==> src/rtl/fb_mem_arbiter.sv <==
// rtl/fb_mem_arbiter.sv - single-port framebuffer RAM arbiter, scanout reads vs pixel writer (optional FB_ARB_STARVE_GUARD_EN)
module fb_mem_arbiter #(
    parameter int ADDR_W     = 19,
    parameter int DATA_W     = 8,
    parameter int STARVE_MAX = 15
) (
    input  logic              CLOCK_50,
    input  logic              RESET,
    input  logic              SCAN_REQ,
    input  logic [ADDR_W-1:0] SCAN_ADDR,
    output logic              SCAN_GNT,
    output logic              SCAN_RVALID,
    output logic [DATA_W-1:0] SCAN_RDATA,
    input  logic              WR_REQ,
    input  logic [ADDR_W-1:0] WR_ADDR,
    input  logic [DATA_W-1:0] WR_DATA,
    output logic              WR_GNT,
    output logic [ADDR_W-1:0] MEM_ADDR,
    output logic              MEM_WE,
    output logic [DATA_W-1:0] MEM_WDATA,
    input  logic [DATA_W-1:0] MEM_RDATA,
    output logic [1:0]        ARB_STATE
);

    typedef enum logic [1:0] {
        ST_IDLE  = 2'd0,
        ST_SCAN  = 2'd1,
        ST_WRITE = 2'd2
    } arb_state_t;

    arb_state_t        r_state;
    arb_state_t        w_state_nxt;
    logic [ADDR_W-1:0] r_mem_addr;
    logic [ADDR_W-1:0] w_mem_addr_nxt;
    logic [DATA_W-1:0] r_mem_wdata;
    logic [DATA_W-1:0] w_mem_wdata_nxt;
    logic              r_mem_we;
    logic              w_mem_we_nxt;
    logic              r_rd_s1;
    logic              r_rd_s2;
    logic [DATA_W-1:0] r_scan_rdata;
    logic              w_force_wr;
    logic              w_scan_gnt;
    logic              w_wr_gnt;

`ifdef FB_ARB_STARVE_GUARD_EN
    localparam int CNT_W = (STARVE_MAX < 1) ? 1 : $clog2(STARVE_MAX + 1);
    localparam logic [CNT_W-1:0] CNT_MAX = CNT_W'(STARVE_MAX);

    logic [CNT_W-1:0] r_starve_cnt;

    // Count consecutive cycles the writer is held off; saturates, clears on accept or withdrawal
    always_ff @(posedge CLOCK_50 or posedge RESET) begin
        if (RESET) begin
            r_starve_cnt <= '0;
        end else if (!WR_REQ || w_wr_gnt) begin
            r_starve_cnt <= '0;
        end else if (r_starve_cnt != CNT_MAX) begin
            r_starve_cnt <= r_starve_cnt + 1'b1;
        end
    end

    assign w_force_wr = WR_REQ && (r_starve_cnt == CNT_MAX);
`else
    assign w_force_wr = 1'b0;
`endif

    // Grants are same-cycle; scanout wins unless the writer has waited its limit
    assign w_scan_gnt = !RESET && SCAN_REQ && !w_force_wr;
    assign w_wr_gnt   = !RESET && WR_REQ && (!SCAN_REQ || w_force_wr);
    assign SCAN_GNT   = w_scan_gnt;
    assign WR_GNT     = w_wr_gnt;

    // Next RAM-cycle owner and port contents from this cycle's accept
    always_comb begin
        w_state_nxt     = ST_IDLE;
        w_mem_addr_nxt  = r_mem_addr;
        w_mem_wdata_nxt = r_mem_wdata;
        w_mem_we_nxt    = 1'b0;
        if (w_scan_gnt) begin
            w_state_nxt    = ST_SCAN;
            w_mem_addr_nxt = SCAN_ADDR;
        end else if (w_wr_gnt) begin
            w_state_nxt     = ST_WRITE;
            w_mem_addr_nxt  = WR_ADDR;
            w_mem_wdata_nxt = WR_DATA;
            w_mem_we_nxt    = 1'b1;
        end
    end

    // Owner state and registered RAM port
    always_ff @(posedge CLOCK_50 or posedge RESET) begin
        if (RESET) begin
            r_state     <= ST_IDLE;
            r_mem_addr  <= '0;
            r_mem_wdata <= '0;
            r_mem_we    <= 1'b0;
        end else begin
            r_state     <= w_state_nxt;
            r_mem_addr  <= w_mem_addr_nxt;
            r_mem_wdata <= w_mem_wdata_nxt;
            r_mem_we    <= w_mem_we_nxt;
        end
    end

    // Read return: a SCAN-owned RAM cycle marks the address phase, stage1 tracks the
    // RAM output cycle, stage2 captures the data so it appears two edges after accept
    always_ff @(posedge CLOCK_50 or posedge RESET) begin
        if (RESET) begin
            r_rd_s1      <= 1'b0;
            r_rd_s2      <= 1'b0;
            r_scan_rdata <= '0;
        end else begin
            r_rd_s1 <= (r_state == ST_SCAN);
            r_rd_s2 <= r_rd_s1;
            if (r_rd_s1) begin
                r_scan_rdata <= MEM_RDATA;
            end
        end
    end

    assign MEM_ADDR    = r_mem_addr;
    assign MEM_WE      = r_mem_we;
    assign MEM_WDATA   = r_mem_wdata;
    assign ARB_STATE   = r_state;
    assign SCAN_RVALID = r_rd_s2;
    assign SCAN_RDATA  = r_scan_rdata;

endmodule

==> config.mk <==
export PLATFORM = sky130hd
export DESIGN_NAME = fb_mem_arbiter
export DESIGN_NICKNAME = d
export VERILOG_FILES = /design/src/rtl/fb_mem_arbiter.sv
export SDC_FILE = /design/constraint.sdc
export NUM_CORES = 1
export LEC_CHECK = 0
export BUFFER_PORTS_ARGS = -buffer_cell sky130_fd_sc_hd__buf_2
export CORE_ASPECT_RATIO = 1.2
export CORE_MARGIN = 2
export CORE_UTILIZATION = 39
export DETAILED_ROUTE_END_ITERATION = 16
export PLACE_DENSITY = 0.76
export RECOVER_POWER = 25
export SYNTH_ARGS = -nofsm -noshare
export SYNTH_HDL_FRONTEND = slang
export SYNTH_SLANG_ARGS = --single-unit
==> constraint.sdc <==
create_clock -name CLOCK_50 -period 1.3 [get_ports CLOCK_50]
set_clock_uncertainty 0.05 [all_clocks]
set_input_delay 0.13 -clock CLOCK_50 [delete_from_list [all_inputs] [get_ports CLOCK_50]]
set_output_delay 0.13 -clock CLOCK_50 [all_outputs]
set_load 0.05 [all_outputs]
; After elaboration in Yosys (flattened, before gate mapping)
; Cells that the tools add are included.
[word_totals]
register_bits = 40
input_bits = 58
out_inout_bits = 41
[op_classes]
n_eq_ne = 1
muxes = 6
bitwise_logic = 1
n_reduce_logical = 7
[ops]
columns = cell, n
row1 = two-way mux 19 bit, 2
row2 = two-way mux 2 bit, 2
row3 = logical AND 1 bit, 3
row4 = equality test 2 x 1 -> 1 bit (second input constant), 1
row5 = zero test 1 bit, 2
row6 = two-way mux 1 bit, 2
row7 = AND reduction 2 bit, 1
row8 = nonzero test 2 bit, 1
row9 = NOT 1 bit, 1

; Logic depth before layout (Yosys ltp)
; Gate-level depths: netlist (run 1).
[depth]
ltp_word = 5
depth_mapped = 4
mapped_depth_nobuf = 2

; Worst setup path before layout (run 1)
; Ideal clock, no wire load.
[synth_path]
path_kind = input port to output port
from = in RESET
to = out WR_GNT
t_arrival_ns = 1.435
required_time_ns = 1.120
setup_slack_ns = -0.315
cell_stages = 2
n_path_buf = 1
path_cell_list = clkbuf_2 -> nor3b_1
[synth_between]
elab_chain_cells = 3
[synth_rtl]
columns = element, line
row1 = from (decl), 8  ; input logic RESET,
row2 = zero test 1 bit (no line), n/a
row3 = logical AND 1 bit (2 in series), 70  ; assign w_wr_gnt = !RESET && WR_REQ && (!SCAN_REQ || w_force_wr);
row4 = to (decl), 17  ; output logic WR_GNT,
; No other way between the ends.

; Final worst setup path (run 1)
[layout_path]
from = in RESET
to = out SCAN_GNT
[layout_between]
elab_chain_cells = 2
[layout_rtl]
columns = element, line
row1 = zero test 1 bit (no line), n/a
row2 = logical AND 1 bit, 69  ; assign w_scan_gnt = !RESET && SCAN_REQ && !w_force_wr;
row3 = to (decl), 11  ; output logic SCAN_GNT,
; No other way between the ends.

==> results of run 1 <==
==> where the power goes <==
| group | internal [mW] | total, mW | switching (mW) |
|---|---|---|---|
| clock | 0.416 | 0.800 | 0.385 |
| combinational | 0.370 | 1.21 | 0.845 |
| sequential | 1.39 | 1.48 | 0.0899 |
==> registers in the layout, indices dropped and copies added (netlist names) <==
| name | cells |
|---|---|
| SCAN_RDATA | 8 |
| r_rd_s1 | 1 |
| MEM_WDATA | 8 |
| ARB_STATE | 1 |
| MEM_ADDR | 19 |
| MEM_WE | 1 |
| SCAN_RVALID | 1 |
==> area by class of cell <==
| type | count | area (µm²) |
|---|---|---|
| timing repair buffer | 112 | 604 |
| clock inverter | 1 | 5.00 |
| sequential | 39 | 976 |
| multi-input combinational | 59 | 627 |
| clock buffer | 6 | 82.6 |
| tap | 56 | 70.1 |
| inverter | 2 | 7.51 |
| fill | 359 | 1820 |
==> how the worst max path moves through the flow <==
stage,from,to,slack (ns),depth (start not counted)
after global placement,RESET,MEM_WDATA[7],-0.007,4
after CTS,SCAN_REQ,WR_GNT,0.15,5
final,RESET,SCAN_GNT,0.15,5
after detailed placement,RESET,MEM_WDATA[5],0.03,4
after global routing,RESET,SCAN_GNT,0.09,5
after floorplan,RESET,ARB_STATE[0],0.07,2
==> per-stage QoR <==
step	utilization (%)	setup TNS (ns)	std cells	setup slack (ns)	hold slack (ns)
2_1_floorplan	-	0	113	0.0730	0.232
3_3_place_gp	54.5	-0.0489	268	-0.00745	0.314
3_5_place_dp	54.5	0	268	0.0339	0.319
4_1_cts	56.6	0	275	0.152	0.0206
5_1_grt	56.5	0	275	0.0892	0.0110
6_report	56.5	0	275	0.154	0.0291
==> layer usage <==
| metal | share of wire [%] | global-route usage (%) | vias to the layer above |
|---|---|---|---|
| met4 | 1.5 | 7.97 | 0 |
| met1 | 43 | 20.1 | 635 |
| met3 | 6.5 | 3.69 | 4 |
| li1 | - | - | 662 |
| met2 | 49 | 25.9 | 63 |
| met5 | 0 | 0 | - |
==> cell families (layout without fill, tap and decap cells) <==
family	Yosys count	after routing
and+or+nand+nor	23	23
DFF	39	39
buffers and inverters	15	121
muxes	16	16
AOI/OAI and AO/OA	20	20
==> layout by cell type, fill, tap and decap left out, drive strengths merged <==
cell	instances
dfrtp	39
clkinv	1
nor2b	1
nand2b	1
inv	2
nor3b	2
buf	110
clkbuf	8
o221a	19
or4b	19
mux2	16
o21ba	1
==> results.py, run 1 <==
metrics = {
    "critical_path": {
        "cp-end-kind": "primary output",
        "rrSetupSlack_ns": 0.21,
        "worstPathMaxFanout": 14,
        "crit_slowest_cell": "buf_2",
        "worstRegToRegCells": 1,
        "arrival_ns": 0.97,
        "cp_top_family": "buffers and inverters",
        "timing.rr.start": "r_rd_s1",
        "critPathLaunchType": "primary input",
        "max_stage_delay_ns": 0.27,
        "crit_path_cell_trace": "clkbuf_1 -> buf_12 -> nand2b_1 -> inv_1 -> buf_2",
        "r2r-end": "SCAN_RDATA[7]",
        "path_buf_inv": 4,
        "required_ns": 1.12,
        "critical_path_class": "primary input to primary output",
    },
    "yosys": {
        "synthMuxAreaShare_pct": 10.8,
        "synth-compound-area-share_pct": 13.4,
        "synth_top_area_share_pct": 58.3,
        "ys_warn_count": 0,
        "syn_area_um2": 1670,
        "avgSynthCellArea_um2": 14.8,
        "synth_fa_ha_area_share_pct": 0,
        "yosys.area.top_type": "dfrtp_1",
        "yosys.area_share.simple_pct": 13.0,
        "ys_seq_elements": 39,
        "synthTopCellsByArea": "dfrtp_1 (58%), o221a_2 (13%), or4b_1 (11%)",
        "synth_edf_count": 0,
        "ys_async_sr_fraction_pct": 100,
        "synth_xor_area_share_pct": 0,
        "yosys-top-cells-count": "dfrtp_1 (39), o221a_2 (19), or4b_1 (19)",
        "seq_area_frac_synth_pct": 58.3,
        "ys_types": 13,
        "syn_inst": 113,
        "synth_nets": 171,
        "yosysMostFrequentCell": "dfrtp_1",
        "synth_flop_cell": "dfrtp_1",
        "synth_top_family_by_area": "compound AO/OA/AOI/OAI gates",
    },
    "floorplan": {
        "ios": 99,
        "die_area_um2": 4830,
        "die_x_um": 63.8,
        "core-area_um2": 4200,
        "die_h_um": 75.7,
        "rows": 26,
        "initial_core_util_pct": 39.9,
    },
    "power_and_ir_drop": {
        "finalPower_mw": 3.49,
        "vdd_ir_drop_max_mv": 0.642,
        "leakage_nw": 1.14,
        "p_per_area_nw_per_um2": 1470,
    },
    "timing": {
        "finalHoldViolations": 0,
        "period_minus_slack_ns": 1.15,
        "finalMaxSlewViolations": 0,
        "grt_setup_unrepaired": "false",
        "relSlewSlack_pct": 38.6,
        "timing.final.crit_share_pct": 88.1,
        "tightest_slew_ns": 0.921,
        "setup_viol": 0,
        "max_clock_freq_mhz": 873,
    },
    "cts": {
        "clk_latency_ns": 0.28,
        "postCtsResizedCells": 0,
        "clock_sinks": 39,
        "cts_tree": "yes",
        "cts_buffers": 5,
        "clock-root-buffer": "clkbuf_8",
        "ctsHoldBuffers": 0,
        "path_clk_slew_ns": 0.07,
        "cts_setup_buffers": 0,
        "htree_levels": 2,
        "max-clock-path-buffers": 2,
    },
    "hold_path": {
        "hp-class": "primary input to register",
        "worstHoldStart": "WR_DATA[3]",
        "hold_path_end": "MEM_WDATA[3]",
        "hold_path_depth": 2,
    },
    "cells_and_area": {
        "nNetsFinal": 277,
        "postLayoutCellArea_um2": 2370,
        "area_growth_pct": 41.8,
        "layout-drive-gt1-share_pct": 70.3,
        "diodes": 0,
    },
    "placed_design": {
        "place_hpwl_um": 2950,
        "place_area_um2": 2290,
        "portBuffers": 98,
        "gp_congestion": 0.744,
    },
    "global_routing": {
        "gr-total-overflow": 0,
        "grt_pass1_vias": 1212,
        "grt_pass1_wl_um": 5740,
        "grt_start_max_net_pins": 40,
        "grt_usage_pct": 15.9,
        "antenna_found_initial": 0,
    },
    "routing": {
        "via_count": 1364,
        "dr.first_iter.drc_count": 116,
        "via_per_inst": 4.96,
        "drtAntennaViolNets": 0,
        "wl_um": 3750,
        "wl_per_cell_um": 13.6,
        "firstDrtPassIters": 4,
        "drc_errors": 0,
    },
    "flow_run": {
        "maxCapViolations": 0,
    },
    "run_status": {
        "status": "finished, final reports clean",
    },
}
No activity file was read; power rests on OpenSTA's default activity.
==> run 2: changes to the inputs <==
--- a/config.mk
+++ b/config.mk
@@ -10,8 +10,7 @@
 export CORE_MARGIN = 2
 export CORE_UTILIZATION = 39
 export DETAILED_ROUTE_END_ITERATION = 16
-export PLACE_DENSITY = 0.76
-export RECOVER_POWER = 25
+export PLACE_DENSITY = 0.84
 export SYNTH_ARGS = -nofsm -noshare
 export SYNTH_HDL_FRONTEND = slang
 export SYNTH_SLANG_ARGS = --single-unit
==> run 2 against run 1 <==
Effect of this change:
- design area hardly changed
- final cell count down 1.5%
- via count down 0.81%
- combinational power about the same
- register-to-register slack about the same
- clock-buffer cell count unchanged
- fmax down 2.8%
- sequential cell count did not move
- first-iteration DRC count is 74% lower
- critical path depth shrank 2
- power is 6.2% higher
- setup slack lost 0.033 ns
- critical endpoint is now MEM_ADDR[2]
- largest cell class unchanged
- highest routed layer unchanged
==> results.py, run 2 (synthesis results as in run 1) <==
metrics = {
    "run_status": {
        "status": "finished, final reports clean",
    },
    "global_routing": {
        "antenna_found_initial": 0,
        "gr-total-overflow": 0,
        "grt_start_max_net_pins": 40,
        "grt_pass1_vias": 1304,
        "grt_pass1_wl_um": 6120,
        "grt_usage_pct": 16.7,
    },
    "power_and_ir_drop": {
        "p_sw_mw": 1.34,
        "p_comb_share_pct": 32.6,
        "leakage_nw": 1.14,
        "p_int_mw": 2.37,
        "sw_frac_of_total_pct": 36.1,
        "vdd_ir_drop_max_mv": 0.548,
        "p_per_area_nw_per_um2": 1560,
        "seqPwrFrac_pct": 39.8,
        "clkPwrFrac_pct": 27.6,
    },
    "floorplan": {
        "ios": 99,
        "die_area_um2": 4830,
        "core-area_um2": 4200,
        "die_h_um": 75.7,
        "rows": 26,
        "die_x_um": 63.8,
        "initial_core_util_pct": 39.9,
    },
    "timing": {
        "finalHoldViolations": 0,
        "fin_setup_tns_ns": 0,
        "timing.final.crit_share_pct": 90.6,
        "setup_viol": 0,
        "finalMaxSlewViolations": 0,
        "period_minus_slack_ns": 1.18,
        "relSlewSlack_pct": 56.1,
        "tightest_slew_ns": 0.658,
        "max_clock_freq_mhz": 849,
        "grt_setup_unrepaired": "false",
    },
    "cells_and_area": {
        "fin_util_pct": 56.5,
        "mostFrequentLayoutCells": "buf_2 (98), dfrtp_1 (39), or4b_1 (19), o221a_2 (19), mux2_2 (16)",
        "largest_reg_flops": 19,
        "layout-drive-gt1-share_pct": 69.8,
        "layout_commonest_cell": "buf_2",
        "instances_no_fill": 271,
        "area_growth_pct": 41.7,
        "nNetsFinal": 272,
        "diodes": 0,
    },
    "routing": {
        "drc_errors": 0,
        "wl_um": 3890,
        "firstDrtPassIters": 3,
        "wl_per_cell_um": 14.3,
        "drtAntennaViolNets": 0,
        "via_per_inst": 4.99,
        "dr.first_iter.drc_count": 30,
        "via_count": 1353,
    },
    "critical_path": {
        "required_ns": 1.47,
        "arrival_ns": 1.35,
        "worstPathMaxFanout": 24,
        "rrSetupSlack_ns": 0.21,
        "cp-end-kind": "register",
        "worstRegToRegCells": 1,
        "r2r-end": "SCAN_RDATA[7]",
        "critical_path_class": "primary input to register",
        "timing.rr.start": "r_rd_s1",
        "critPathLaunchType": "primary input",
    },
    "placed_design": {
        "gp_congestion": 0.783,
        "portBuffers": 98,
        "place_inst": 262,
        "place_hpwl_um": 2970,
    },
    "hold_path": {
        "worstHoldStart": "WR_DATA[6]",
        "hold_path_end": "MEM_WDATA[6]",
        "hp-class": "primary input to register",
        "hold_path_depth": 2,
    },
    "cts": {
        "path_clk_slew_ns": 0.07,
        "htree_levels": 2,
        "postCtsResizedCells": 0,
        "clk_latency_ns": 0.28,
        "cts_buffers": 5,
        "max-clock-path-buffers": 2,
        "clock-root-buffer": "clkbuf_8",
        "cts_tree": "yes",
        "clock_sinks": 39,
    },
    "flow_run": {
        "maxCapViolations": 0,
    },
}
## run 2: final cells by class
class / count / area, µm²
Fill cell: 358 / 1830
Sequential cell: 39 / 976
Multi-Input combinational cell: 59 / 627
Clock buffer: 6 / 82.6
Timing Repair Buffer: 107 / 573
Clock inverter: 2 / 35.0
Tap cell: 56 / 70.1
Inverter: 2 / 7.51
## run 2: worst max-delay path, stage by stage
cell and delay [ns]:
buf_2 0.20, o21ba_1 0.69, o221a_2 0.32
## run 2: what timing repair did
action                                 CTS  global route
endpoints found under the hold margin    9             0
hold buffers                             1             0
buffers inserted                         0             0
## run 2: power by group through the flow
stage | clock (mW) | sequential (mW) | combinational (mW)
after floorplan | 0 | 2.10 | 0.272
after global placement | 0 | 1.49 | 1.20
after detailed placement | 0 | 1.50 | 1.22
after CTS | 1.05 | 1.48 | 1.22
after global routing | 1.11 | 1.50 | 1.26
final | 1.02 | 1.48 | 1.21
## run 2: worst max-delay path by stage
stage | start | to | cells after the start
global route | RESET | MEM_ADDR[2] | 3
detailed placement | RESET | MEM_ADDR[2] | 3
finish | RESET | MEM_ADDR[2] | 3
global placement | RESET | MEM_ADDR[1] | 3
CTS | RESET | MEM_ADDR[2] | 3
floorplan | RESET | ARB_STATE[0] | 2
## run 2: per-stage QoR
step / power [mW] / setup WS, ns / hold slack (ns) / cell area, µm²
finish: 3.71 / 0.122 / 0.0312 / 2370
global route: 3.86 / 0.0449 / 0.0177 / 2370
CTS: 3.75 / 0.0987 / 0.0209 / 2370
detailed placement: 2.71 / -0.209 / 0.317 / 2240
global placement: 2.69 / -0.140 / 0.302 / 2240
floorplan: 2.37 / 0.0730 / 0.232 / 1680
## run 2: routing by layer
layer	part of all wire (%)	track usage [%]	vias up
li1	-	-	646
met1	42	19.6	630
met2	49	28.9	67
met3	6.4	3.69	10
met4	2.9	8.94	0
met5	0	0	-
